--- src/rtl/icache_fetch_unit.sv ---
// icache_fetch_unit: direct-mapped, one-word-per-frame instruction cache that
// answers datapath fetches and fills misses from memory control over the
// iREN/iwait handshake.
// Optional feature macro ICACHE_STATS_EN adds hit_count/miss_count outputs.
module icache_fetch_unit #(
  parameter int unsigned SETS = 16
) (
  input  logic        CLK,
  input  logic        nRST,
  input  logic        imemREN,
  input  logic [31:0] imemaddr,
  output logic        ihit,
  output logic [31:0] imemload,
  output logic        iREN,
  output logic [31:0] iaddr,
  input  logic        iwait,
  input  logic [31:0] iload
`ifdef ICACHE_STATS_EN
  ,
  output logic [31:0] hit_count,
  output logic [31:0] miss_count
`endif
);

  localparam int unsigned IDX_W = $clog2(SETS);
  localparam int unsigned TAG_W = 30 - IDX_W;

  typedef enum logic {
    ST_IDLE = 1'b0,
    ST_FILL = 1'b1
  } state_t;

  state_t            r_state;
  state_t            w_next_state;

  logic [SETS-1:0]   r_valid;
  logic [TAG_W-1:0]  r_tag_mem  [SETS];
  logic [31:0]       r_data_mem [SETS];
  logic [31:0]       r_miss_addr;

  logic [IDX_W-1:0]  w_idx;
  logic [TAG_W-1:0]  w_tag;
  logic [IDX_W-1:0]  w_miss_idx;
  logic [TAG_W-1:0]  w_miss_tag;
  logic              w_lookup_hit;
  logic              w_miss_latch;
  logic              w_fill_we;

  // Address split for the live request and for the latched miss
  assign w_idx      = imemaddr[IDX_W+1:2];
  assign w_tag      = imemaddr[31:IDX_W+2];
  assign w_miss_idx = r_miss_addr[IDX_W+1:2];
  assign w_miss_tag = r_miss_addr[31:IDX_W+2];

  // Tag compare against the addressed frame
  assign w_lookup_hit = imemREN & r_valid[w_idx] & (r_tag_mem[w_idx] == w_tag);

  // State register
  always_ff @(posedge CLK or negedge nRST) begin
    if (!nRST) begin
      r_state <= ST_IDLE;
    end else begin
      r_state <= w_next_state;
    end
  end

  // Next-state and fetch/memory outputs
  always_comb begin
    w_next_state = r_state;
    ihit         = 1'b0;
    imemload     = '0;
    iREN         = 1'b0;
    iaddr        = '0;
    w_miss_latch = 1'b0;
    w_fill_we    = 1'b0;
    case (r_state)
      ST_IDLE: begin
        ihit     = w_lookup_hit;
        imemload = w_lookup_hit ? r_data_mem[w_idx] : 32'h0;
        if (imemREN && !w_lookup_hit) begin
          w_miss_latch = 1'b1;
          w_next_state = ST_FILL;
        end
      end
      ST_FILL: begin
        // Transaction always completes, even if the request is withdrawn
        iREN  = 1'b1;
        iaddr = r_miss_addr;
        if (!iwait) begin
          w_fill_we    = 1'b1;
          w_next_state = ST_IDLE;
        end
      end
      default: begin
        w_next_state = ST_IDLE;
      end
    endcase
  end

  // Latch the word-aligned miss address when leaving IDLE
  always_ff @(posedge CLK or negedge nRST) begin
    if (!nRST) begin
      r_miss_addr <= '0;
    end else if (w_miss_latch) begin
      r_miss_addr <= imemaddr & 32'hFFFF_FFFC;
    end
  end

  // Valid bits; cleared on reset, set by a completed fill
  always_ff @(posedge CLK or negedge nRST) begin
    if (!nRST) begin
      r_valid <= '0;
    end else if (w_fill_we) begin
      r_valid[w_miss_idx] <= 1'b1;
    end
  end

  // Tag/data storage; contents are don't-care until the valid bit is set
  always_ff @(posedge CLK) begin
    if (w_fill_we) begin
      r_tag_mem[w_miss_idx]  <= w_miss_tag;
      r_data_mem[w_miss_idx] <= iload;
    end
  end

`ifdef ICACHE_STATS_EN
  logic [31:0] r_hit_count;
  logic [31:0] r_miss_count;

  // Hit/miss event counters, wrapping modulo 2^32
  always_ff @(posedge CLK or negedge nRST) begin
    if (!nRST) begin
      r_hit_count  <= '0;
      r_miss_count <= '0;
    end else begin
      if ((r_state == ST_IDLE) && ihit) begin
        r_hit_count <= r_hit_count + 32'd1;
      end
      if (w_miss_latch) begin
        r_miss_count <= r_miss_count + 32'd1;
      end
    end
  end

  assign hit_count  = r_hit_count;
  assign miss_count = r_miss_count;
`endif

endmodule

--- config.mk ---
export PLATFORM = sky130hd
export DESIGN_NAME = icache_fetch_unit
export DESIGN_NICKNAME = d
export VERILOG_FILES = /design/src/rtl/icache_fetch_unit.sv
export SDC_FILE = /design/constraint.sdc
export NUM_CORES = 1
export LEC_CHECK = 0
export CORE_ASPECT_RATIO = 1.5
export CORE_MARGIN = 4
export CORE_UTILIZATION = 65
export CTS_CLUSTER_SIZE = 10
export DETAILED_ROUTE_END_ITERATION = 12
export PLACE_DENSITY = 0.91
export SYNTH_ARGS = -nofsm -noshare
export SYNTH_HDL_FRONTEND = slang
export SYNTH_SLANG_ARGS = --single-unit
--- constraint.sdc ---
create_clock -name CLK -period 17.2 [get_ports CLK]
set_clock_uncertainty 0.05 [all_clocks]
set_input_delay 2.58 -clock CLK [delete_from_list [all_inputs] [get_ports CLK]]
set_output_delay 2.58 -clock CLK [all_outputs]
set_load 0.01 [all_outputs]
* Word level (Yosys, flattened, before mapping)
Memory sizes are Yosys's and may differ from the RTL's. Cells that the tools add are included.
Word-level totals: input bits 68, bits in writable memories 928, memories kept 2, word-level logic and storage cells 33, register bits 47
Cells by class: bitwise gates (word level) 4, reductions and logical operators 3, order comparisons 3, multiplexer cells 17, eq/ne operators 1
Memories:
- r_data_mem | words 16, bits a word 32, read ports 1, clocked after Yosys merged registers in 0, wr ports 1, RTL line 38 | logic [31:0] r_data_mem [SETS];
- r_tag_mem | words 16, bits a word 26, read ports 1, clocked after Yosys merged registers in 0, wr ports 1, RTL line 37 | logic [TAG_W-1:0] r_tag_mem [SETS];
Operators by type and width (number):
- 32-bit 2-to-1 mux | 3
- 26-bit equality test | 1
- 16-bit bitwise OR | 1
- 1-bit 2-to-1 mux | 11
- 4-bit by 5-bit < comparator with 1-bit output, second input constant | 2
- 1-bit binary-select mux with 4-bit select | 1
- 1-bit demux with 4-bit select | 1
- 4-bit by 1-bit greater-or-equal comparator with 1-bit output, second input constant | 1
- 1-bit AND | 2
- 1-bit logical AND | 2
- 1-bit case mux with 2 select lines | 1
- 1-bit zero test | 1
- 1-bit inverter | 1

* Depth between registers and ports, before layout
Gate-level depths: netlist of run 1.
word-level depth 8, gate-level depth with buffers 17, gate-level depth less buffers 9

* Worst setup path after synthesis of run 1
OpenSTA, ideal clock, no wires.
path type input to output, start input imemaddr[2], end output imemload[22], stages on the path 11, path buffers 8, arrival 5.776 ns, slack 8.794 ns, cell sequence buf_2 buf_6 buf_4 buf_4 buf_2 buf_1 buf_2 buf_2 mux4_2 mux4_2 nor2b_2
Between the ends: longest elaborated chain between the ends 6, elaborated cells on any way between the ends 9
Ends and longest elaborated chain:
- from (decl) | RTL line 11 | input logic [31:0] imemaddr,
- branches (longest 4 deep; another with memory 16 x 26 bit)
- 32-bit 2-to-1 mux (*) | RTL line 79 | imemload = w_lookup_hit ? r_data_mem[w_idx] : 32'h0;
- 32-bit 2-to-1 mux (*) | RTL line 76 | case (r_state)
- to (decl) | RTL line 13 | output logic [31:0] imemload,
Every way passes the cells marked *. The select of a mux whose other input is x is not followed.

* Final worst setup path of run 1
start input imemaddr[5], end output imemload[15]
The elaborated chain is that of the path after synthesis.

==> summary.md, run 1 <==
| Metric | Value |
|---|---|
| Syn Inst Count | 1,679 |
| Drt initial violations | 2,996 |
| Final hold vios | 0 |
| P&R area growth vs syn | 13.3% |
| Area contributors post-synth | edfxtp_1, mux4_2, dfrtp_1 |
| Synth warnings | 0 |
| FMAX | 0.0866 GHz |
| Number of flops mapped to enable cells by yosys | 928 |
| Setup repair bufs after CTS | 0 |
| Crit end category | output pin |
| Vias per Instance | 7.31 |
| CTS tree | yes |
| Non-Filler Instances | 2,672 |
| Outcome | finished clean |
| Inserted Clock Buffers | 107 |
| RePlAce Congestion | 0.829 |
| CP max-delay cell | clkinv_2 |
| Worst-Margin Slew | 1290 ps |
| Post-synth top flop | edfxtp_1 |
| Hold slack | 458 ps |
| Antenna Nets Post-Route | 0 |
| Clk buf depth | 3 |
| Core ar. | 0.0578 mm^2 |
| PortBufs | 129 |
| Initial antenna violation count | 4 |
| Row count | 108 |
| Clk_lat worst skew | 650 ps |
| Buf/Inv on CP | 5 |
| Most used cell along the critical path | buf_4 |
| Critical Path Fanout Max | 46 |
| Reg clk slew, reported paths | 60 ps |
| Count of state elements after synthesis | 975 |
| Seq/Total Area, Yosys | 76.5% |
| CP max stage delay | 1020 ps |
| DR vias | 19,544 |
| Crit share post-route | 67.1% |
| Max Cap Violations | 0 |
| Clock root cell | clkbuf_16 |
| Place WS | 5980 ps |
| Routed WL | 99.1 mm |
| Power per cell area | 122 mW/mm^2 |
| Design area | 0.0430 mm^2 |
| Detailed Place HPWL | 46.6 mm |
| 1st-pass router iterations | 5 |
| Clock Sinks | 975 |
| Async set or reset register ratio after synthesis | 4.82% |
| Req. time, crit path | 14,570 ps |
| RSZ-0062 raised after global routing | no |
| Die height | 304 um |
| Global route overflow | 0 |
| Leakage | 13.7 nW |
| Final worst-path setup slack | 5660 ps |
| Total GRT Usage | 32.4% |
| I/O pin total | 134 |
| CP delay by family, top | buffers and inverters |
| Sequential cell area | 0.0290 mm^2 |
| Setup TNS | 0 ps |
| Worst-path cell chain | buf_2, buf_4, clkinv_2, buf_4, mux4_2, xnor2_1, nand4_1, or4_1, or3b_1, or4_4, nor2b_2, clkdlybuf4s50_1 |
| DIE AREA | 0.0625 mm^2 |
| Hold Buf Count CTS | 0 |
| # fillers | 2,952 |
| DR WL/cell | 37.1 um |
| Htree depth | 3 |
| Post-CTS resize count | 0 |
| Placed Instances | 2,522 |
| Cell variety after synth | 53 |
| Final Max Slew Viols | 0 |
| Fin nets | 1,929 |
| Slew margin rel. | 13.8% |
| WP data arrival | 8910 ps |
| DR DRC count | 0 |
| Critical Setup Path Class | in -> out |
| Largest net degree at the start of global routing | 160 |
| Die width | 205 um |
| Top-area cell type share of the netlist area | 73.4% |
| Final critical-path required period | 11,540 ps |
| Worst IR Drop VDD | 0.0991 mV |
| Initial core utilization | 65.7% |
| Mapped Avg Cell Area | 22.6 um^2 |
| Share of post-route cells with drive strength above 1 | 26.6% |
| Synth Cell Area | 0.0380 mm^2 |
| Placed cell area | 0.0401 mm^2 |
| Final setup vio count | 0 |
| Hold/Removal Path Class | reg -> reg |
| Multi-input gate area | 0.00856 mm^2 |
| Crit path launch type | input pin |
| First-pass GRT wire length | 144 mm |
| Vias in the first global route | 20,178 |
| Post-synthesis cell type with the largest combined area | edfxtp_1 |
final cells by class:
type | count | share of cell area [%]
diodes | 3 | 0.0174
repair buffers | 159 | 3.58
clock inverters | 2 | 0.0552
clock buffers | 145 | 6.70
flip-flops and latches | 975 | 67.5
multi-input cells | 613 | 19.9
well taps | 770 | 2.24
inverters | 5 | 0.0465
final timing paths:
path / startpoint / end / slack [ps] / depth (start not counted)
worst max-delay path: imemaddr[5] / imemload[15] / 5660 / 12
min in group asynchronous: nRST / r_miss_addr[21]$_DFFE_PN0P_ / 2040 / 2
worst max register to register: r_tag_mem[7][7]$_DFFE_PP_ / r_miss_addr[15]$_DFFE_PN0P_ / 12560 / 8
max in group asynchronous: nRST / r_miss_addr[12]$_DFFE_PN0P_ / 14560 / 2
worst min-delay path: r_valid[10]$_DFFE_PN0P_ / r_valid[10]$_DFFE_PN0P_ / 460 / 1
worst min register to register: r_valid[10]$_DFFE_PN0P_ / r_valid[10]$_DFFE_PN0P_ / 460 / 1
per-stage QoR:
stage	utilization, %	total power, mW
after CTS	74.4	5.26
after global placement	69.4	3.22
after global routing	74.4	5.40
after detailed placement	69.4	3.26
after floorplan	-	3.08
final	74.4	5.26
registers in the layout, indices dropped and copies added (netlist names):
register     count
r_data_mem     512
r_valid         16
r_miss_addr     30
r_state          1
r_tag_mem      416
metal layers:
metal  wire, um  up-vias  GRT usage [%]
li1           -     7315              -
met1      32200     9969           43.7
met2      50200     1895           52.4
met3      11400      363           6.47
met4       5310        2           14.8
met5         11        -              0
placed cells by master, fill, tap and decap left out, types with 2 or more instances in the layout:
cell type / netlist / layout
a2111oi_0: 2 / 2
a211oi_1: 5 / 5
a221oi_1: 8 / 8
a22o_1: 5 / 5
a22oi_1: 8 / 8
a31oi_1: 4 / 4
and2_1: 33 / 33
and3_1: 2 / 2
buf_12: 0 / 2
buf_2: 23 / 2
buf_4: 15 / 29
buf_8: 0 / 2
clkbuf_1: 24 / 35
clkbuf_16: 0 / 110
clkdlybuf4s50_1: 0 / 124
conb_1: 1 / 2
dfrtp_1: 47 / 47
diode_2: 0 / 3
edfxtp_1: 928 / 928
inv_1: 5 / 4
mux2_2: 45 / 45
mux2i_1: 69 / 69
mux4_2: 246 / 246
nand2_1: 29 / 29
nand2b_1: 10 / 10
nand4_1: 4 / 4
nor2_1: 19 / 7
nor2_4: 0 / 12
nor2b_1: 12 / 12
nor2b_2: 29 / 29
nor3_2: 0 / 4
nor3b_1: 2 / 2
o211ai_1: 2 / 2
o22ai_1: 7 / 7
or2_2: 16 / 16
xnor2_1: 20 / 20
xor2_1: 9 / 9
logic make-up after synthesis:
family                 share of synthesized area (%)
XOR/XNOR                                       0.669
multiplexers                                    17.7
flip-flops                                      76.5
AND/OR/NAND/NOR                                 2.68
buffers and inverters                           1.35
other                                        0.00987
AO/OA/AOI/OAI                                   1.10
cells in the mapped netlist (all sizes together), types with 2 or more instances:
library cell,count
a2111oi,2
a211oi,5
a221oi,9
a22o,5
a22oi,8
a31oi,4
and2,33
and3,2
buf,63
clkbuf,24
dfrtp,47
edfxtp,928
inv,5
mux2,45
mux2i,69
mux4,246
nand2,29
nand2b,10
nand4,4
nor2,19
nor2b,41
nor3,5
nor3b,2
o211ai,2
o21ai,2
o22ai,7
or2,16
or4,2
xnor2,20
xor2,9
where the power goes:
part           total (mW)  switching (mW)  leakage, nW  internal (mW)
registers            2.86           0.112         8.91           2.75
logic               0.386           0.211         3.44          0.175
clock network        2.01           0.865         1.40           1.15
total                5.26            1.19         13.7           4.07
worst reg2reg max path, delay by kind of cell, from the launching register on:
| family | cells | cell delay (ps) |
|---|---|---|
| compound gates | 1 | 1030 |
| xor+xnor | 1 | 290 |
| flops | 1 | 410 |
| mux | 3 | 1490 |
| simple gates | 3 | 1260 |
Note: power is estimated with default switching activity, not from simulation.
==> run 2, diff against run 1 <==
CORE_UTILIZATION = 55   (was 65)
PLACE_DENSITY = 0.83   (was 0.91)
clock period = 10.3 ns   (was 17.2 ns; I/O delays follow)
==> run 2 against run 1 <==
Via count is 5.3% lower. Utilization is 11 points lower. Cell area is 0.67% higher. Clock power is 67% higher. Non-clock buffer count is 10 higher. Power is 66% higher. Clock-buffer cell count is 26 higher. Global-route usage is 8.1 points lower. Critical path type unchanged. Largest cell class unchanged. Critical endpoint is now imemload[27]. Register-to-register slack worse by 6300 ps.
==> summary.md, run 2 (same netlist as run 1, synthesis figures left out) <==
| Metric | Value |
|---|---|
| Placed cell area | 0.0403 mm^2 (+0.51%) |
| Routed WL | 89.4 mm (-9.8%) |
| Worst-Margin Slew | 1300 ps (+15.2 ps) |
| Critical Path Fanout Max | 38 (-17%) |
| Total GRT Usage | 24.4% (-8.1 points) |
| Largest register FFs | 512 (unchanged) |
| I/O pin total | 134 (unchanged) |
| Setup repair bufs after CTS | 0 (unchanged) |
| DR vias | 18,508 (-5.3%) |
| Power per cell area | 202 mW/mm^2 (+65%) |
| Final Power | 8.74 mW (+66%) |
| Final setup vio count | 0 (unchanged) |
| Design area | 0.0433 mm^2 (+0.67%) |
| Clk buf depth | 3 (unchanged) |
| Vias per Instance | 6.53 (-11%) |
| Global route overflow | 0 (unchanged) |
| PortBufs | 129 (unchanged) |
| DR DRC count | 0 (unchanged) |
| First-pass GRT wire length | 131 mm (-9.2%) |
| Crit share post-route | 81.6% |
| Buf/Inv on CP | 3 (-2) |
| CTS tree | yes |
| DR WL/cell | 31.5 um (-15%) |
| Die height | 330 um (+8.5%) |
| Clock Sinks | 975 (unchanged) |
| Most frequent standard cell in the layout excluding fill and tap cells | edfxtp_1 |
| Slew margin rel. | 12.9% (-0.89 points) |
| # fillers | 4,356 (+48%) |
| Inserted Clock Buffers | 107 (unchanged) |
| WP data arrival | 6810 ps (-2100 ps) |
| P&R area growth vs syn | 14.1% |
| Initial core utilization | 55.7% (-10 points) |
| Vias in the first global route | 19,504 (-3.3%) |
| Core ar. | 0.0682 mm^2 (+18%) |
| Post-CTS resize count | 0 (unchanged) |
| Critical Setup Path Class | in -> out |
| Crit end category | output pin |
| RePlAce Congestion | 0.788 (-4.9%) |
| Hold Buf Count CTS | 0 (unchanged) |
| Share of post-route cells with drive strength above 1 | 26.7% (about the same) |
| 1st-pass router iterations | 5 (unchanged) |
| Final critical-path required period | 8400 ps |
| FMAX | 0.119 GHz |
| Clock root cell | clkbuf_16 |
| Largest net degree at the start of global routing | 118 (-26%) |
| Biggest regs | r_data_mem x512, r_tag_mem x416, r_miss_addr x30 |
| Antenna Nets Post-Route | 0 (unchanged) |
| Detailed Place HPWL | 44.3 mm (-4.9%) |
| RSZ-0062 raised after global routing | no |
| Final Max Slew Viols | 0 (unchanged) |
| Commonest cells after routing, fill and taps aside | edfxtp_1, mux4_2, clkdlybuf4s50_1, clkbuf_16, mux2i_1 |
| Htree depth | 3 (unchanged) |
| Hold/Removal Path Class | reg -> reg |
| Reg clk slew, reported paths | 60 ps (about the same) |
| CP max-delay cell | or4_4 |
| Top reg by flops | r_data_mem |
| Fin nets | 1,939 (+0.52%) |
| Crit path launch type | input pin |
| Drt initial violations | 2,449 (-18%) |
| Max Cap Violations | 0 (unchanged) |
| Initial antenna violation count | 7 (+3) |
| Worst IR Drop VDD | 0.164 mV (+65%) |
| Most used cell along the critical path | buf_4 |
| Final hold vios | 0 (unchanged) |
| Worst-path cell chain | buf_4, buf_4, nor2_1, a22o_1, a221oi_2, xor2_1, nand4_1, or4_1, or3b_1, or4_4, nor2b_2, clkdlybuf4s50_1 |
| Leakage | 13.8 nW (+0.51%) |
| Die width | 223 um (+8.4%) |
| DIE AREA | 0.0734 mm^2 (+18%) |
| CP delay by family, top | simple AND/OR/NAND/NOR gates |
| Outcome | finished clean |
| Clk_lat worst skew | 660 ps (about the same) |
| Row count | 117 (+8.3%) |
| CP max stage delay | 750 ps (-270 ps) |
| Setup TNS | 0 ps (unchanged) |
| Req. time, crit path | 8710 ps (-5860 ps) |
[run 2: cell types whose count changed in the layout (fill, tap and decap cells not counted), sizes merged]
cell / delta
buf: +10
clkbuf: +26
inv: +5
clkinvlp: -1
diode: +2
[run 2: path summary, 6_finish.rpt]
path,slack [ps],from,cells past startpoint,endpoint
hold / removal,420,r_valid[3]$_DFFE_PN0P_,1,r_valid[3]$_DFFE_PN0P_
setup reg to reg,6280,r_tag_mem[14][11]$_DFFE_PP_,10,r_miss_addr[18]$_DFFE_PN0P_
hold reg to reg,420,r_valid[3]$_DFFE_PN0P_,1,r_valid[3]$_DFFE_PN0P_
setup / recovery,1900,imemaddr[3],12,imemload[27]
max in group asynchronous,8640,nRST,2,r_valid[0]$_DFFE_PN0P_
min in group asynchronous,990,nRST,2,r_miss_addr[22]$_DFFE_PN0P_
[run 2: layout make-up]
type                       count  area, um^2  area share [%]
sequential                   975       29000            67.0
antenna                        5        12.5          0.0289
clock buffer                 171        2920            6.73
clock inverter                 6        71.3           0.165
timing repair buffer         169        1590            3.67
tap                          892        1120            2.58
multi-input combinational    613        8560            19.7
inverter                       5        20.0          0.0462
[run 2: report_power, final]
| part | total [mW] | internal, mW | switching (mW) |
|---|---|---|---|
| Combinational | 0.634 | 0.293 | 0.341 |
| Sequential | 4.75 | 4.59 | 0.157 |
| Clock | 3.36 | 1.92 | 1.44 |
| Total | 8.74 | 6.80 | 1.94 |
[run 2: worst register-to-register path, stage by stage (launching register included)]
cell and delay [ps]:
edfxtp_1 370, mux4_2 490, a22o_1 270, a221oi_2 250, xor2_1 200, nand4_1 170
or4_1 620, nand2b_1 230, o21ai_4 300, buf_4 530, mux2_2 420
[run 2: per-layer routing]
metal	routed length (um)	vias to the layer above	GRT usage, %
met4	3300	4	9.33
met2	46900	1227	41.8
li1	-	7381	-
met5	23	-	0
met3	7690	228	4.26
met1	31500	9668	31.7
[run 2: metrics by stage]
step | cells | util (%) | hold slack (ps) | worst slack (ps)
2_1_floorplan | 1680 | - | 384 | 3650
3_3_place_gp | 2654 | 59.1 | 395 | 2040
3_5_place_dp | 2654 | 59.1 | 403 | 1930
4_1_cts | 2831 | 63.5 | 419 | 1890
5_1_grt | 2835 | 63.5 | 428 | 1780
6_report | 2836 | 63.5 | 416 | 1900
==> run 3, diff against run 2 <==
clock period = 7.71 ns   (was 10.3 ns; I/O delays follow)
==> run 3 against run 2 <==
Worst hold slack better by 4.7 ps. First-iteration DRC count up 8.9%. Power up 34%. Cell count about the same. Utilization up 0.12 points. Global-route usage up 0.62 points. Die area unchanged.
==> summary.md, run 3 (same netlist as run 1, synthesis figures left out) <==
| Metric | Value |
|---|---|
| Leakage | 13.9 nW (+0.32%) |
| Row count | 117 (unchanged) |
| Routed WL | 90.9 mm (+1.6%) |
| Post-CTS resize count | 0 (unchanged) |
| Outcome | finished clean |
| Commonest cells after routing, fill and taps aside | edfxtp_1, mux4_2, clkdlybuf4s50_1, clkbuf_16, mux2i_1 |
| DR vias | 18,753 (+1.3%) |
| Total GRT Usage | 25.0% (+0.62 points) |
| Htree depth | 3 (unchanged) |
| Largest register FFs | 512 (unchanged) |
| Final Power | 11.7 mW (+34%) |
| Place WS | 726 ps (-1200 ps) |
| Core ar. | 0.0682 mm^2 (unchanged) |
| Detailed Place HPWL | 45.2 mm (+2.2%) |
| Reg clk slew, reported paths | 50 ps (about the same) |
| CP max stage delay | 750 ps (about the same) |
| Clock root cell | clkbuf_16 |
| CTS tree | yes |
| Vias in the first global route | 19,647 (+0.73%) |
| Power per cell area | 270 mW/mm^2 (+34%) |
| Fin util | 63.6% (+0.12 points) |
| First-pass GRT wire length | 134 mm (+2.6%) |
| Placed cell area | 0.0404 mm^2 (+0.16%) |
| Reg-to-reg slack, setup | 3530 ps (-2750 ps) |
| Initial core utilization | 55.7% (unchanged) |
| Critical Path Fanout Max | 33 (-13%) |
| Final worst-path setup slack | 604 ps (-1290 ps) |
| Hold Buf Count CTS | 0 (unchanged) |
| Vias per Instance | 6.61 (+1.4%) |
| Final hold vios | 0 (unchanged) |
| Most frequent standard cell in the layout excluding fill and tap cells | edfxtp_1 |
| 1st-pass router iterations | 5 (unchanged) |
| Hold/Removal Path Class | reg -> reg |
| Antenna Nets Post-Route | 0 (unchanged) |
| Crit path launch type | input pin |
| Reg2reg start | r_tag_mem[2][11]$_DFFE_PP_ |
| Fin nets | 1,944 (+0.26%) |
| R2r worst-path depth | 10 (unchanged) |
| Hold depth | 1 (unchanged) |
| Setup TNS | 0 ps (unchanged) |
| Worst-path cell chain | buf_2, buf_4, mux4_2, a221oi_2, xor2_1, nand4_1, or4_1, or3b_1, or4_4, nor2b_1, clkdlybuf4s50_1 |
| Clock Sinks | 975 (unchanged) |
| Worst IR Drop VDD | 0.180 mV (+10%) |
| Final setup vio count | 0 (unchanged) |
| DR DRC count | 0 (unchanged) |
| Slew margin rel. | 21.6% (+8.7 points) |
| Crit end category | output pin |
| Crit share post-route | 92.2% |
| Die width | 223 um (unchanged) |
| I/O pin total | 134 (unchanged) |
| Hold EP | r_valid[6]$_DFFE_PN0P_ |
| RePlAce Congestion | 0.788 (unchanged) |
| Sequential cell area | 0.0290 mm^2 (unchanged) |
| Drt initial violations | 2,668 (+8.9%) |
| Hold_sp | r_valid[6]$_DFFE_PN0P_ |
| P&R area growth vs syn | 14.3% |
| DR WL/cell | 32.1 um (+1.7%) |
| Setup repair bufs after CTS | 0 (unchanged) |
| Clk_lat worst skew | 660 ps (about the same) |
| Req. time, crit path | 6500 ps (-2210 ps) |
| Inserted Clock Buffers | 107 (unchanged) |
| PortBufs | 129 (unchanged) |
| # fillers | 4,299 (-1.3%) |
| Top reg by flops | r_data_mem |
| Global route overflow | 0 (unchanged) |
| Largest net degree at the start of global routing | 144 (+22%) |
| FMAX | 0.141 GHz |
| Final critical-path required period | 7110 ps |
| Worst r2r dst | r_miss_addr[19]$_DFFE_PN0P_ |
| Die height | 330 um (unchanged) |
| Critical Setup Path Class | in -> out |
| Initial antenna violation count | 4 (-3) |
| CP max-delay cell | or4_4 |
| Design area | 0.0434 mm^2 (+0.19%) |
| RSZ-0062 raised after global routing | no |
| Clk buf depth | 3 (unchanged) |
| Share of post-route cells with drive strength above 1 | 26.9% (+0.22 points) |
| Worst-Margin Slew | 1170 ps (-130 ps) |
| WP data arrival | 5900 ps (-910 ps) |
| Max Cap Violations | 0 (unchanged) |
| Final Max Slew Viols | 0 (unchanged) |
| Multi-input gate area | 0.00856 mm^2 (unchanged) |
| Biggest regs | r_data_mem x512, r_tag_mem x416, r_miss_addr x30 |
| DIE AREA | 0.0734 mm^2 (unchanged) |
==> run 3: power breakdown <==
| part | total [mW] | switching [mW] | internal (mW) |
|---|---|---|---|
| logic | 0.844 | 0.452 | 0.392 |
| clock network | 4.51 | 1.92 | 2.59 |
| registers | 6.35 | 0.220 | 6.13 |
==> run 3: layer usage <==
metal | wire length (um) | global-route usage [%] | vias up
met5 | 20 | 0 | -
met4 | 3330 | 9.71 | 4
met3 | 8550 | 4.18 | 234
met2 | 47300 | 42.6 | 1364
met1 | 31600 | 32.9 | 9769
li1 | - | - | 7382
==> run 3: critical path, delay by kind of cell <==
kind                      cells  cell delay (ps)
AOI/OAI and AO/OA             1              290
xor gates and xnor gates      1              250
buffers and inverters         3             1460
muxes                         1              390
and+or+nand+nor               5             2280
==> run 3: worst max path at each step <==
stage,start,to,cells after the start
detailed placement,imemaddr[3],imemload[0],11
CTS,imemaddr[5],imemload[1],11
global route,imemaddr[3],imemload[1],11
floorplan,iwait,r_valid[0]$_DFFE_PN0P_,4
finish,imemaddr[5],imemload[1],11
global placement,imemaddr[5],imemload[0],10
==> run 3: area by class of cell <==
class                           instances  area share [%]
Inverter                                5          0.0461
Sequential cell                       975            66.9
Antenna cell                            1         0.00576
Tap cell                              892            2.57
Clock buffer                          170            6.79
Multi-Input combinational cell        613            19.7
Clock inverter                          5           0.167
Timing Repair Buffer                  174            3.80
==> run 3: metrics by stage <==
stage	instances	hold slack, ps
after floorplan	1680	384
after global placement	2659	396
after detailed placement	2659	402
after CTS	2834	422
after global routing	2835	432
final	2835	421
